**config.mk**
```make
export PLATFORM = sky130hd
export DESIGN_NAME = prefix_adder_pipe
export DESIGN_NICKNAME = d
export VERILOG_FILES = /design/src/rtl/prefix_adder_pipe.sv
export SDC_FILE = /design/constraint.sdc
export NUM_CORES = 1
export LEC_CHECK = 0
export BUFFER_PORTS_ARGS = -buffer_cell sky130_fd_sc_hd__buf_2
export CORE_UTILIZATION = 51
export CTS_CLUSTER_DIAMETER = 100
export CTS_CLUSTER_SIZE = 16
export DETAILED_ROUTE_END_ITERATION = 7
export GPL_TIMING_DRIVEN = 1
export HOLD_SLACK_MARGIN = 0.05
export PLACE_DENSITY = 0.87
export RECOVER_POWER = 100
export SETUP_SLACK_MARGIN = 0.02
export SYNTH_ARGS = -nofsm -noshare
export SYNTH_HDL_FRONTEND = slang
export SYNTH_SLANG_ARGS = --single-unit
```
**constraint.sdc**
```tcl
create_clock -name clk -period 2.3 [get_ports clk]
set_clock_uncertainty 0.2 [all_clocks]
set_input_delay 0.46 -clock clk [delete_from_list [all_inputs] [get_ports clk]]
set_output_delay 0.46 -clock clk [all_outputs]
set_load 0.03 [all_outputs]
```
**src/rtl/prefix_adder_pipe.sv**
```systemverilog
// Pipelined Kogge-Stone adder/subtractor with status flags and valid/ready flow control.
// Optional signed saturation (op[1]) is built only when PREFIX_ADDER_SAT_EN is defined.
module prefix_adder_pipe #(
    parameter int WIDTH   = 32,
    parameter int LATENCY = 2
) (
    input  logic             clk,
    input  logic             rst_n,
    input  logic             in_valid,
    output logic             in_ready,
    input  logic [WIDTH-1:0] a,
    input  logic [WIDTH-1:0] b,
    input  logic             cin,
    input  logic [1:0]       op,
    output logic             out_valid,
    input  logic             out_ready,
    output logic [WIDTH-1:0] sum,
    output logic             cout,
    output logic             ovf,
    output logic             zero,
    output logic             neg
);

    localparam int LV = $clog2(WIDTH);
    localparam int PW = 1 << LV;

    // Handshake: a beat moves on any edge where in_valid & in_ready; the whole
    // pipe advances together when the output slot is empty or being consumed.
    typedef struct packed {
        logic          v;
        logic          c0;
        logic          amsb;
        logic          sat;
        logic [PW-1:0] x;
        logic [PW-1:0] g;
        logic [PW-1:0] p;
    } stage_t;

    // Apply prefix levels lo..hi-1 of the Kogge-Stone network.
    function automatic stage_t ks_levels(stage_t s, int lo, int hi);
        stage_t        r;
        logic [PW-1:0] g_old;
        logic [PW-1:0] p_old;
        r = s;
        for (int l = 0; l < LV; l++) begin
            if (l >= lo && l < hi) begin
                g_old = r.g;
                p_old = r.p;
                for (int i = (1 << l); i < PW; i++) begin
                    r.g[i] = g_old[i] | (p_old[i] & g_old[i-(1<<l)]);
                    r.p[i] = p_old[i] & p_old[i-(1<<l)];
                end
            end
        end
        return r;
    endfunction

    function automatic int bnd(int k);
        return (k * LV) / LATENCY;
    endfunction

    logic             advance;
    logic [WIDTH-1:0] b_eff;
    logic             c0;
    stage_t           prep;
    stage_t           src [LATENCY];
    stage_t           fin;

    assign advance  = !out_valid | out_ready;
    assign in_ready = advance;
    assign b_eff    = op[0] ? ~b : b;
    assign c0       = op[0] | cin;

    // The carry-in is folded into bit 0's generate, so clog2(WIDTH) levels
    // suffice; padding bits above WIDTH stay p=0, g=0.
    always_comb begin
        prep                = '0;
        prep.v              = in_valid;
        prep.c0             = c0;
        prep.amsb           = a[WIDTH-1];
        prep.x[WIDTH-1:0]   = a ^ b_eff;
        prep.g[WIDTH-1:0]   = a & b_eff;
        prep.g[0]           = prep.g[0] | (prep.x[0] & c0);
        prep.p              = prep.x;
`ifdef PREFIX_ADDER_SAT_EN
        prep.sat            = op[1];
`endif
    end

`ifndef PREFIX_ADDER_SAT_EN
    logic unused_op1;
    assign unused_op1 = op[1];
`endif

    assign src[0] = prep;

    for (genvar k = 0; k < LATENCY - 1; k++) begin : g_stage
        stage_t r;
        always_ff @(posedge clk or negedge rst_n) begin
            if (!rst_n) begin
                r <= '0;
            end else if (advance) begin
                r <= ks_levels(src[k], bnd(k), bnd(k + 1));
            end
        end
        assign src[k+1] = r;
    end

    assign fin = ks_levels(src[LATENCY-1], bnd(LATENCY - 1), LV);

    logic [WIDTH-1:0] carry;
    logic [WIDTH-1:0] raw_sum;
    logic [WIDTH-1:0] res_sum;
    logic             raw_cout;
    logic             raw_ovf;
    logic             unused_fin;

    assign unused_fin = ^fin;

    always_comb begin
        carry    = {fin.g[WIDTH-2:0], fin.c0};
        raw_sum  = fin.x[WIDTH-1:0] ^ carry;
        raw_cout = fin.g[WIDTH-1];
        raw_ovf  = carry[WIDTH-1] ^ raw_cout;
        res_sum  = raw_sum;
`ifdef PREFIX_ADDER_SAT_EN
        if (fin.sat && raw_ovf) begin
            res_sum = fin.amsb ? {1'b1, {(WIDTH-1){1'b0}}} : {1'b0, {(WIDTH-1){1'b1}}};
        end
`endif
    end

    // Output register: data only loads for real beats so bubbles leave it quiet.
    always_ff @(posedge clk or negedge rst_n) begin
        if (!rst_n) begin
            out_valid <= 1'b0;
            sum       <= '0;
            cout      <= 1'b0;
            ovf       <= 1'b0;
            zero      <= 1'b0;
            neg       <= 1'b0;
        end else if (advance) begin
            out_valid <= fin.v;
            if (fin.v) begin
                sum  <= res_sum;
                cout <= raw_cout;
                ovf  <= raw_ovf;
                zero <= (res_sum == '0);
                neg  <= res_sum[WIDTH-1];
            end
        end
    end

endmodule

```
==> metrics.csv <==
stage;metric;value;unit
clocking;clock sink count;130;
power_and_ir_drop;Leak;4.14;nW
sta;minimum clock period after layout;2610;ps
synth;Yosys top cell area share;49.0;%
placed_design;Cell Area, Placed;0.00782;mm²
route;number of DRC violations after detailed routing;0;
sta;final critical-path setup slack;-308;ps
setup_path;arrival time worst endpoint;2730;ps
setup_path;type of element capturing the critical path;flip-flop;
sta;post-route fraction of the period consumed by the critical path;113;%
synth;count of yosys warnings during synthesis;0;
synth;Seq/Total Area, Yosys;49.0;%
die;die area;0.0135;mm²
route;drt pass-1 iters;5;
route;total wire length;17100;µm
placed_design;routability-driven placement congestion ratio;0.877;
placed_design;PortBufs;107;
placed_design;total instance count after detailed placement;1018;
clocking;cts bufs inserted;17;
die;effective utilization at floorplan;52.4;%
setup_path;slowest stage cell, crit path;or4_4;
setup_path;critical path peak fanout;2;
synth;Async SR Flop Fraction;100;%
route;number of antenna-violating nets in the routed design;0;
sta;final-report max-slew violation count;0;
finish;filler cell count;990;
synth;Yosys cell types;38;
clocking;Clk pin slew, worst setup/hold paths;60;ps
sta;setup-violating endpoint count in the final report;18;
sta;RSZ-0062 raised after global routing;true;
run;MaxCap Viol Count;0;
synth;dominant cells by area after synthesis;dfrtp_1 (49%), nand2_1 (11%), ha_1 (6.0%), xor2_1 (5.7%), o21ai_0 (4.1%);
setup_path;Worst Setup Start Kind;flip-flop;
die;Boundary Pins;109;
die;Rows;41;
finish;Design Area, Final;0.00848;mm²
status;status;finished with violations;
clocking;number of levels the H-tree was split into;4;
synth;area of the mapped netlist;0.00664;mm²
sta;slew at the pin closest to its max-slew limit;1050;ps
route;via count of the routed design;5766;
global_routing;number of global-route vias before repair;5515;
global_routing;number of antenna violations at the first check in global routing;0;
synth;number of enable-type register cells in the synthesized netlist;0;
setup_path;data required time at the worst endpoint;2430;ps
sta;peak clock frequency supported by timing;0.383;GHz
power_and_ir_drop;Pwr per Cell Area;1100;mW/mm²
sta;final hold violation count;0;
power_and_ir_drop;Peak supply drop;0.702;mV
synth;instance count of the mapped netlist;705;
finish;final instance count without filler cells;1057;
finish;Antenna diodes;0;
clocking;root cell of the clock tree;clkbuf_16;
finish;area delta synth->final;27.8;%
placed_design;Detailed Place HPWL;12200;µm
status;violations in the final reports;negative setup slack;
synth;post-synthesis register bit count;130;
route;mean number of vias per cell;5.46;
sta;post-route worst hold slack;100;ps
finish;fraction of layout instances using a drive strength above 1;21.8;%
setup_path;critical path cell sequence;a21oi_2 -> buf_4 -> xor2_2 -> nand2_1 -> or4_4 -> nand4b_1 -> and4bb_1 -> nand4_1 -> o31ai_2;
synth;total nets after synthesis;808;
clocking;Clk Latency, worst-skew pair;420;ps
clocking;TritonCTS clock tree;built;
route;detailed-route wire length per cell;16.2;µm
finish;number of nets in the final layout;976;
hold_path;class of the tightest hold or removal check;primary input to flip-flop;
die;y dimension of the die;116;µm
global_routing;Tot GR Track Use;26.9;%
global_routing;maximum number of pins on one net before global-route repair;97;
placed_design;Worst Setup Slack post-DPL;-252;ps
synth;Yosys top cell by area;dfrtp_1;
global_routing;wire length of the first global-routing pass;27500;µm
clocking;worst-case clock buffer depth;2;
die;Core Footprint;0.0127;mm²
synth;dominant synthesized flop cell;dfrtp_1;
setup_path;crit-path max cell delay;550;ps
synth;synthesized area divided by synthesized cell count;9.41;µm²
global_routing;remaining global-route overflow;0;
die;Chip Width;116;µm
setup_path;crit path kind;flip-flop to flip-flop;
route;number of DRC violations after detailed-routing iteration 0;555;
sta;Worst slew margin;29.9;%
finish;Final Core Density;66.9;%
-- synthesized netlist by cell type (8+ instances only) --
cell      instances
nand2_1         190
dfrtp_1         130
o21ai_0          55
xor2_1           43
a21oi_1          40
ha_1             32
a21o_1           29
clkbuf_1         26
nor2_1           19
xnor2_1          19
nand3_1          16
o21a_1           16
o211ai_1         15
o31ai_1          13
inv_1             8
-- through the flow --
step	power, mW	setup TNS (ps)
global route	9.78	-12580
global placement	6.23	-173
CTS	9.34	-237
finish	9.32	-1170
detailed placement	6.33	-322
floorplan	5.10	0
-- worst paths after layout --
kind                       cells after the start   endpoint  slack, ps             from
min reg2reg                                    2    sum[10]        280          sum[10]
min                                            3   carry[0]        100              cin
max in group asynchronous                      3  out_valid        170            rst_n
min in group asynchronous                      2    sum[10]        510            rst_n
max                                            9       zero       -310  g_stage[0].r[4]
max reg2reg                                    9       zero       -310  g_stage[0].r[4]
-- critical path, delay by kind of cell, from the launching register on --
kind	cells	cell delay, ps
AO/OA/AOI/OAI	2	380
XOR/XNOR	1	170
flip-flops	1	390
buffers and inverters	1	150
AND/OR/NAND/NOR	5	1230
-- final cells by class --
type | instances | area [µm²] | area share (%)
Multi-Input combinational cell | 535 | 3300 | 38.9
Sequential cell | 130 | 3250 | 38.4
Tap cell | 172 | 215 | 2.54
Clock buffer | 20 | 467 | 5.50
Clock inverter | 11 | 183 | 2.15
Timing Repair Buffer | 181 | 1030 | 12.2
Inverter | 8 | 30.0 | 0.354
-- cell usage in the layout, fill, tap and decap left out, drive strengths merged, types with 4 or more instances in the layout --
cell / synthesis / final
bufinv: 0 / 5
a21o: 29 / 29
buf: 6 / 127
a21oi: 42 / 42
o211ai: 17 / 17
mux2: 5 / 5
o21ai: 55 / 55
clkinv: 0 / 6
a31oi: 4 / 4
nand2: 190 / 190
nand3: 16 / 16
xnor2: 21 / 21
o31ai: 14 / 14
xor2: 43 / 43
inv: 8 / 7
dfrtp: 130 / 130
o21a: 16 / 16
nand4: 6 / 6
or3: 4 / 4
nor2: 19 / 19
ha: 32 / 32
nand3b: 4 / 4
clkbuf: 26 / 72
-- registers in the layout, indices dropped and copies added (netlist names) --
name,cells
g_stage.r,56
zero,1
carry,5
cout,1
ovf,1
out_valid,1
fin,33
sum,32
-- cell families after synthesis --
kind of cell / share of synthesized area (%)
AO/OA/AOI/OAI: 17.6
flip-flops: 49.0
XOR/XNOR: 8.67
adder cells (fa/ha/maj): 6.03
buffers and inverters: 2.32
multiplexers: 0.848
AND/OR/NAND/NOR: 15.5
-- per-layer routing --
layer	vias to the layer above	track usage, %	share of wire (%)
li1	2766	-	-
met1	2728	36.0	44
met2	235	44.0	48
met3	37	5.65	6.2
met4	0	8.55	2.0
met5	-	0	0
-- repair_timing --
item,CTS,global route
hold endpoints to repair,36,0
buffers inserted,1,6
resized for setup,5,8
endpoints found under the setup margin,5,7
pin swaps,8,18
hold buffers,2,0
-- report_power, final --
| part | switching (mW) | internal, mW |
|---|---|---|
| sequential | 0.390 | 2.86 |
| clock | 0.975 | 1.99 |
| combinational | 1.92 | 1.18 |
| total | 3.29 | 6.03 |
(Power assumes the default switching activity.)
